`config.mk`:
```
export PLATFORM = sky130hd
export DESIGN_NAME = fifo_wr_arbiter
export DESIGN_NICKNAME = d
export VERILOG_FILES = /design/src/rtl/fifo_wr_arbiter.sv
export SDC_FILE = /design/constraint.sdc
export NUM_CORES = 1
export LEC_CHECK = 0
export ABC_AREA = 1
export BUFFER_PORTS_ARGS = -buffer_cell sky130_fd_sc_hd__buf_2
export CORE_AREA = 4 4 146 148
export CTS_CLUSTER_DIAMETER = 40
export DETAILED_ROUTE_END_ITERATION = 16
export DIE_AREA = 0 0 150 152
export PLACE_DENSITY_LB_ADDON = 0.2
export SLEW_MARGIN = 20
export SYNTH_ARGS = -nofsm -noshare
export SYNTH_HDL_FRONTEND = slang
export SYNTH_SLANG_ARGS = --single-unit
```
`constraint.sdc`:
```
create_clock -name clk -period 2.52 [get_ports clk]
set_input_delay 0.252 -clock clk [delete_from_list [all_inputs] [get_ports clk]]
set_output_delay 0.252 -clock clk [all_outputs]
set_load 0.05 [all_outputs]
```
`src/rtl/fifo_wr_arbiter.sv`:
```
// Packet-aware round-robin arbiter feeding a shared synchronous FIFO write port.
// Zero-latency path: the selected requester drives the FIFO directly, nothing is buffered.
module fifo_wr_arbiter #(
  parameter int NUM_REQ = 4,
  parameter int DATA_W  = 64,
  parameter int MAX_PKT = 16,
  localparam int ID_W   = $clog2(NUM_REQ),
  localparam int OUT_W  = ID_W + 1 + DATA_W
) (
  input  logic                      clk,
  input  logic                      rst,
  input  logic [NUM_REQ-1:0]        req_valid_i,
  input  logic [NUM_REQ*DATA_W-1:0] req_data_i,
  input  logic [NUM_REQ-1:0]        req_last_i,
  output logic [NUM_REQ-1:0]        req_ready_o,
  output logic                      fifo_wr_req_o,
  output logic [OUT_W-1:0]          fifo_wr_data_o,
  input  logic                      fifo_full_i,
  output logic                      lock_o,
  output logic [ID_W-1:0]           grant_id_o,
  output logic                      pkt_err_o,
  output logic [31:0]               beat_cnt_o
);

  localparam int CNT_W = $clog2(MAX_PKT + 1);

  localparam logic [0:0] S_IDLE = 1'b0;
  localparam logic [0:0] S_LOCK = 1'b1;

  logic [0:0]        r_state;
  logic [ID_W-1:0]   r_rr_ptr;
  logic [ID_W-1:0]   r_lock_id;
  logic [CNT_W-1:0]  r_pkt_cnt;
  logic              r_pkt_err;
  logic [31:0]       r_beat_cnt;

  logic [DATA_W-1:0] w_data_arr [NUM_REQ];
  logic [ID_W:0]     w_idx;
  logic [ID_W-1:0]   w_rr_sel;
  logic              w_rr_hit;
  logic [ID_W-1:0]   w_sel;
  logic [ID_W-1:0]   w_sel_next;
  logic              w_any_valid;
  logic              w_locked;
  logic              w_wr;
  logic              w_last;
  logic              w_max_hit;
  logic [NUM_REQ-1:0] w_ready;

  for (genvar g = 0; g < NUM_REQ; g++) begin : g_split
    assign w_data_arr[g] = req_data_i[g*DATA_W +: DATA_W];
  end

  // Search starts at rr_ptr and wraps; the extra index bit avoids overflow before the wrap.
  always_comb begin
    w_idx    = '0;
    w_rr_sel = r_rr_ptr;
    w_rr_hit = 1'b0;
    for (int i = 0; i < NUM_REQ; i++) begin
      w_idx = {1'b0, r_rr_ptr} + (ID_W+1)'(i);
      if (w_idx >= (ID_W+1)'(NUM_REQ)) begin
        w_idx = w_idx - (ID_W+1)'(NUM_REQ);
      end
      if (!w_rr_hit && req_valid_i[w_idx[ID_W-1:0]]) begin
        w_rr_sel = w_idx[ID_W-1:0];
        w_rr_hit = 1'b1;
      end
    end
  end

  assign w_any_valid = |req_valid_i;
  assign w_locked    = (r_state == S_LOCK);
  assign w_sel       = w_locked ? r_lock_id : w_rr_sel;
  assign w_sel_next  = (w_sel == ID_W'(NUM_REQ - 1)) ? '0 : w_sel + 1'b1;
  assign w_last      = req_last_i[w_sel];
  assign w_wr        = req_valid_i[w_sel] & ~fifo_full_i & (w_locked | w_any_valid);
  assign w_max_hit   = ((r_pkt_cnt + CNT_W'(1)) == CNT_W'(MAX_PKT));

  always_comb begin
    w_ready        = '0;
    w_ready[w_sel] = ~fifo_full_i;
  end

  always_ff @(posedge clk or posedge rst) begin
    if (rst) begin
      r_state   <= S_IDLE;
      r_rr_ptr  <= '0;
      r_lock_id <= '0;
      r_pkt_cnt <= '0;
      r_pkt_err <= 1'b0;
    end else if (w_wr) begin
      if (!w_locked) begin
        if (w_last) begin
          r_rr_ptr <= w_sel_next;
        end else begin
          r_state   <= S_LOCK;
          r_lock_id <= w_sel;
          r_pkt_cnt <= CNT_W'(1);
        end
      end else if (w_last) begin
        r_state  <= S_IDLE;
        r_rr_ptr <= w_sel_next;
      end else if (w_max_hit) begin
        // Over-length packet: release the port so others are not starved.
        r_pkt_err <= 1'b1;
        r_state   <= S_IDLE;
        r_rr_ptr  <= w_sel_next;
      end else begin
        r_pkt_cnt <= r_pkt_cnt + CNT_W'(1);
      end
    end
  end

  always_ff @(posedge clk or posedge rst) begin
    if (rst) begin
      r_beat_cnt <= '0;
    end else if (w_wr) begin
      r_beat_cnt <= r_beat_cnt + 32'd1;
    end
  end

  assign req_ready_o    = w_ready;
  assign fifo_wr_req_o  = w_wr;
  assign fifo_wr_data_o = {w_sel, w_last, w_data_arr[w_sel]};
  assign lock_o         = w_locked;
  assign grant_id_o     = w_sel;
  assign pkt_err_o      = r_pkt_err;
  assign beat_cnt_o     = r_beat_cnt;

endmodule

```
==> results.txt <==
The post-synthesis sequential area ratio is 22.76%. Summed over all layers, the routed wires come to 31.40 mm. For this run the aggregate overflow at the end of global routing stands at 0. The number of DRC violations after detailed routing is 0. After synthesis, the cell types taking the most area are sky130_fd_sc_hd__dfrtp_1, sky130_fd_sc_hd__nand2_1, sky130_fd_sc_hd__o21ai_0.

The register bit total from synthesis came out at 43. The tree is rooted in a sky130_fd_sc_hd__clkbuf_16. Dividing the detail-routed wire length by the instance count gives 20.65 um. The area of the placeable core came out at 20,040 um^2.

The arrival time at the worst endpoint is 2.65 ns. The number of different library cells in the post-synthesis netlist is 32. The share of the core filled with cells in the final layout came out at 49.98%.

The clock slew seen by the registers of the worst setup and hold paths is 0.06 ns. The post-route clock skew came out at 0.006416 ns. The fraction of synthesis flops using an asynchronous set or reset pin is 100.0%. TritonCTS created 5 clock buffers. Setup repair after global routing could not meet its margin everywhere. For this design, the CTS-stage hold fixing added 0 buffers. Among cell families on the critical path, the largest total delay comes from buffers and inverters. The synthesized instance count is 814. The final worst slack came out at -0.3861 ns.

The count of buffers added on input and output ports is 374. In this run the biggest area consumer among cell types represents 22.76% of the synthesized area. The number of nets with antenna violations after detailed routing is 0. On the worst path, the slowest cell contributes a delay of 0.47 ns. The H-tree was split into 2 levels.

The final hold violation count came out at 0. The run finished, with violations left. The layout net count came out at 1,514. The biggest area contributor in the post-synthesis netlist is sky130_fd_sc_hd__dfrtp_1. The finished layout holds 1,520 standard cells, fillers aside.

The average vias per placed instance came out at 4.999. The path class of the tightest hold or removal check is in -> async. The most used flip-flop cell after synthesis is sky130_fd_sc_hd__dfrtp_1.

The actual slew at the worst max-slew pin came out at 0.5664 ns. The via count of the first global-routing pass is 7,092. After synthesis, the mean cell area works out to 5.807 um^2.

The total of warnings raised by yosys came out at 0. Yosys instantiated no cell more often than sky130_fd_sc_hd__nand2_1. The count of pins on the block boundary is 375. The die area is 22,800 um^2. STA classifies the critical path endpoint as a primary output. The tree built by TritonCTS fans out to 43 sinks. The initial antenna violation count came out at 15. The layout overhead on the synthesized area came out at 111.9%. The synthesized net count is 1,087. The maximum number of pins on one net before global-route repair is 44. The total global routing track utilization is 23.71%. The minimum period implied by the final worst setup slack is 2.906 ns.

The total instance count after detailed placement came out at 1,466. The final reports fail on negative setup slack. The half-perimeter wire length of the detailed placement result came out at 23.54 mm.

The initial standard-cell utilization of the core is 23.59%. The weighted congestion at the end of routability-driven global placement is 0.9871. The number of vias after detailed routing came out at 7,598. The latest clock arrival within the worst-skew pair came out at 0.28 ns.

The synthesized netlist occupies a cell area of 4727 um^2. The number of placement rows is 52. The endpoint required time on the critical path came out at 2.27 ns. Counting both buffers and inverters, the worst setup path holds a total of 5. The worst setup path is of the reg -> out kind. For this block, the initial DRC count from the detailed router was 368.

TritonCTS built the clock tree. The final worst-path cycle share is 115.3%. The final setup violation count came out at 117. The tool flagged a number of max-cap violations equal to 0. Ranked by instance count, the synthesized netlist is headed by sky130_fd_sc_hd__nand2_1, sky130_fd_sc_hd__nor2_1, sky130_fd_sc_hd__o21ai_0.

The die is 150 um wide. The relative slew slack came out at 62.24%. The maximum fanout count along the critical path came out at 8.

Traced cell by cell, the critical path runs through clkinvlp_4, nand2_2, nand3_2, nand2_4, nand3_2, nand2_1, nand2_2, nand2_2, nand2_4, nand2_8, buf_12, clkbuf_16, buf_6, nor2_1, o22ai_2, buf_6. After routing, the total negative slack on setup checks comes to -32.35 ns. The slowest stage of the critical path is the sky130_fd_sc_hd__dfrtp_2 cell. The number of synthesized flops with an enable pin is 0.

For this run, the top clock speed supported by timing is 0.3441 GHz. The worst setup path is launched from a flip-flop. The pre-antenna-repair detailed-routing pass consisted of 5 iterations. The share of post-route cells with drive strength above 1 is 56.28%. The floorplan step set the die height to 152 um. The first global-routing pass estimated 42.26 mm of wire. The number of buffers on the longest clock path came out at 2.

The max-slew violation total from the final report came out at 0. The cell type with the highest occurrence count on the critical path is sky130_fd_sc_hd__nand2_2.
## per-stage QoR
stage / setup slack, ns / area (um^2) / hold slack, ns
floorplan: -0.1164 / 5276 / 0.4345
global placement: -0.1517 / 8003 / 0.4348
detailed placement: -0.1828 / 8003 / 0.4313
CTS: -0.3158 / 8874 / 0.1280
global route: -0.5046 / 10010 / 0.1882
finish: -0.3861 / 10010 / 0.09486
## cell families after synthesis
kind of cell,after synthesis,share of synthesized area [%]
adders and majority gates,6,1.588
buffers and inverters,105,10.03
AOI/OAI and AO/OA,211,24.25
and+or+nand+nor,433,38.41
xor gates and xnor gates,16,2.965
DFF,43,22.76
## sequential cells by signal, summed over array words and instances (netlist names)
name        flops
beat_cnt_o     32
lock_o          1
pkt_err_o       1
r_lock_id       2
r_pkt_cnt       5
r_rr_ptr        2
## worst paths after layout
kind | from | to | slack (ns) | cells past startpoint
worst min register to register | r_lock_id[0] | r_lock_id[0] | 0.47 | 2
worst max-delay path | r_rr_ptr[0] | fifo_wr_data_o[42] | -0.39 | 16
max in group asynchronous | rst | r_rr_ptr[0] | 2.01 | 3
min in group clk | r_lock_id[0] | r_lock_id[0] | 0.47 | 2
worst max register to register | r_rr_ptr[0] | r_lock_id[1] | -0.31 | 22
worst min-delay path | rst | beat_cnt_o[22] | 0.09 | 3
## routing by layer
metal	share of wire, %	track usage, %
met2	47	37.21
met1	41	33.02
met3	9.7	5.839
met4	2.1	4.967
met5	0.15	0
## layout make-up
type	instances	area [um^2]
fill	2037	10020
multi-input combinational	666	4290
timing repair buffer	474	3909
sequential	43	1080
tap	270	337.8
inverter	50	201.4
clock buffer	5	125.1
clock inverter	3	43.79
antenna	8	20.02
timing repair inverter	1	7.507
## worst register-to-register path, cell delays in order, from the launching register on
cell                         delay [ns]
sky130_fd_sc_hd__dfrtp_2           0.47
sky130_fd_sc_hd__clkinvlp_4        0.21
sky130_fd_sc_hd__nand2_2           0.13
sky130_fd_sc_hd__nand3_2           0.09
sky130_fd_sc_hd__nand2_4           0.10
sky130_fd_sc_hd__nand3_2           0.09
sky130_fd_sc_hd__nand2_1           0.09
sky130_fd_sc_hd__nand2_2           0.06
sky130_fd_sc_hd__nand2_2           0.08
sky130_fd_sc_hd__nand2_4           0.07
sky130_fd_sc_hd__nand2_8           0.09
sky130_fd_sc_hd__buf_12            0.17
sky130_fd_sc_hd__buf_8             0.13
sky130_fd_sc_hd__nand2_1           0.07
sky130_fd_sc_hd__nand3_2           0.09
sky130_fd_sc_hd__nand2_2           0.07
sky130_fd_sc_hd__nor2_4            0.16
sky130_fd_sc_hd__buf_4             0.14
sky130_fd_sc_hd__buf_6             0.12
sky130_fd_sc_hd__buf_4             0.13
sky130_fd_sc_hd__nand2_1           0.07
sky130_fd_sc_hd__nand2_1           0.06
sky130_fd_sc_hd__nand2_1           0.05
## what timing repair did
item,in CTS,in global routing
gates resized for setup,244,220
gates cloned,4,20
buffers inserted,6,9
endpoints found under the setup margin,114,117
pin swaps,3,37
## cells in the final DEF, fill, tap and decap left out, types with 9 or more instances in the layout
cell type                     n
sky130_fd_sc_hd__buf_12      30
sky130_fd_sc_hd__buf_2      300
sky130_fd_sc_hd__buf_4       41
sky130_fd_sc_hd__buf_6       70
sky130_fd_sc_hd__buf_8       13
sky130_fd_sc_hd__clkbuf_16   21
sky130_fd_sc_hd__dfrtp_1     40
sky130_fd_sc_hd__inv_1       41
sky130_fd_sc_hd__nand2_1    175
sky130_fd_sc_hd__nand2_2     15
sky130_fd_sc_hd__nand3_1     23
sky130_fd_sc_hd__nand3b_1     9
sky130_fd_sc_hd__nor2_1      92
sky130_fd_sc_hd__nor2_2      45
sky130_fd_sc_hd__nor2_4      29
sky130_fd_sc_hd__nor3_1      10
sky130_fd_sc_hd__o21ai_0     12
sky130_fd_sc_hd__o21ai_1    105
sky130_fd_sc_hd__o21ai_2     24
sky130_fd_sc_hd__o22ai_2     48
sky130_fd_sc_hd__o22ai_4     16
Power is not shown: default switching activity piles up to over one toggle a cycle in this logic, so the estimate is an artifact.
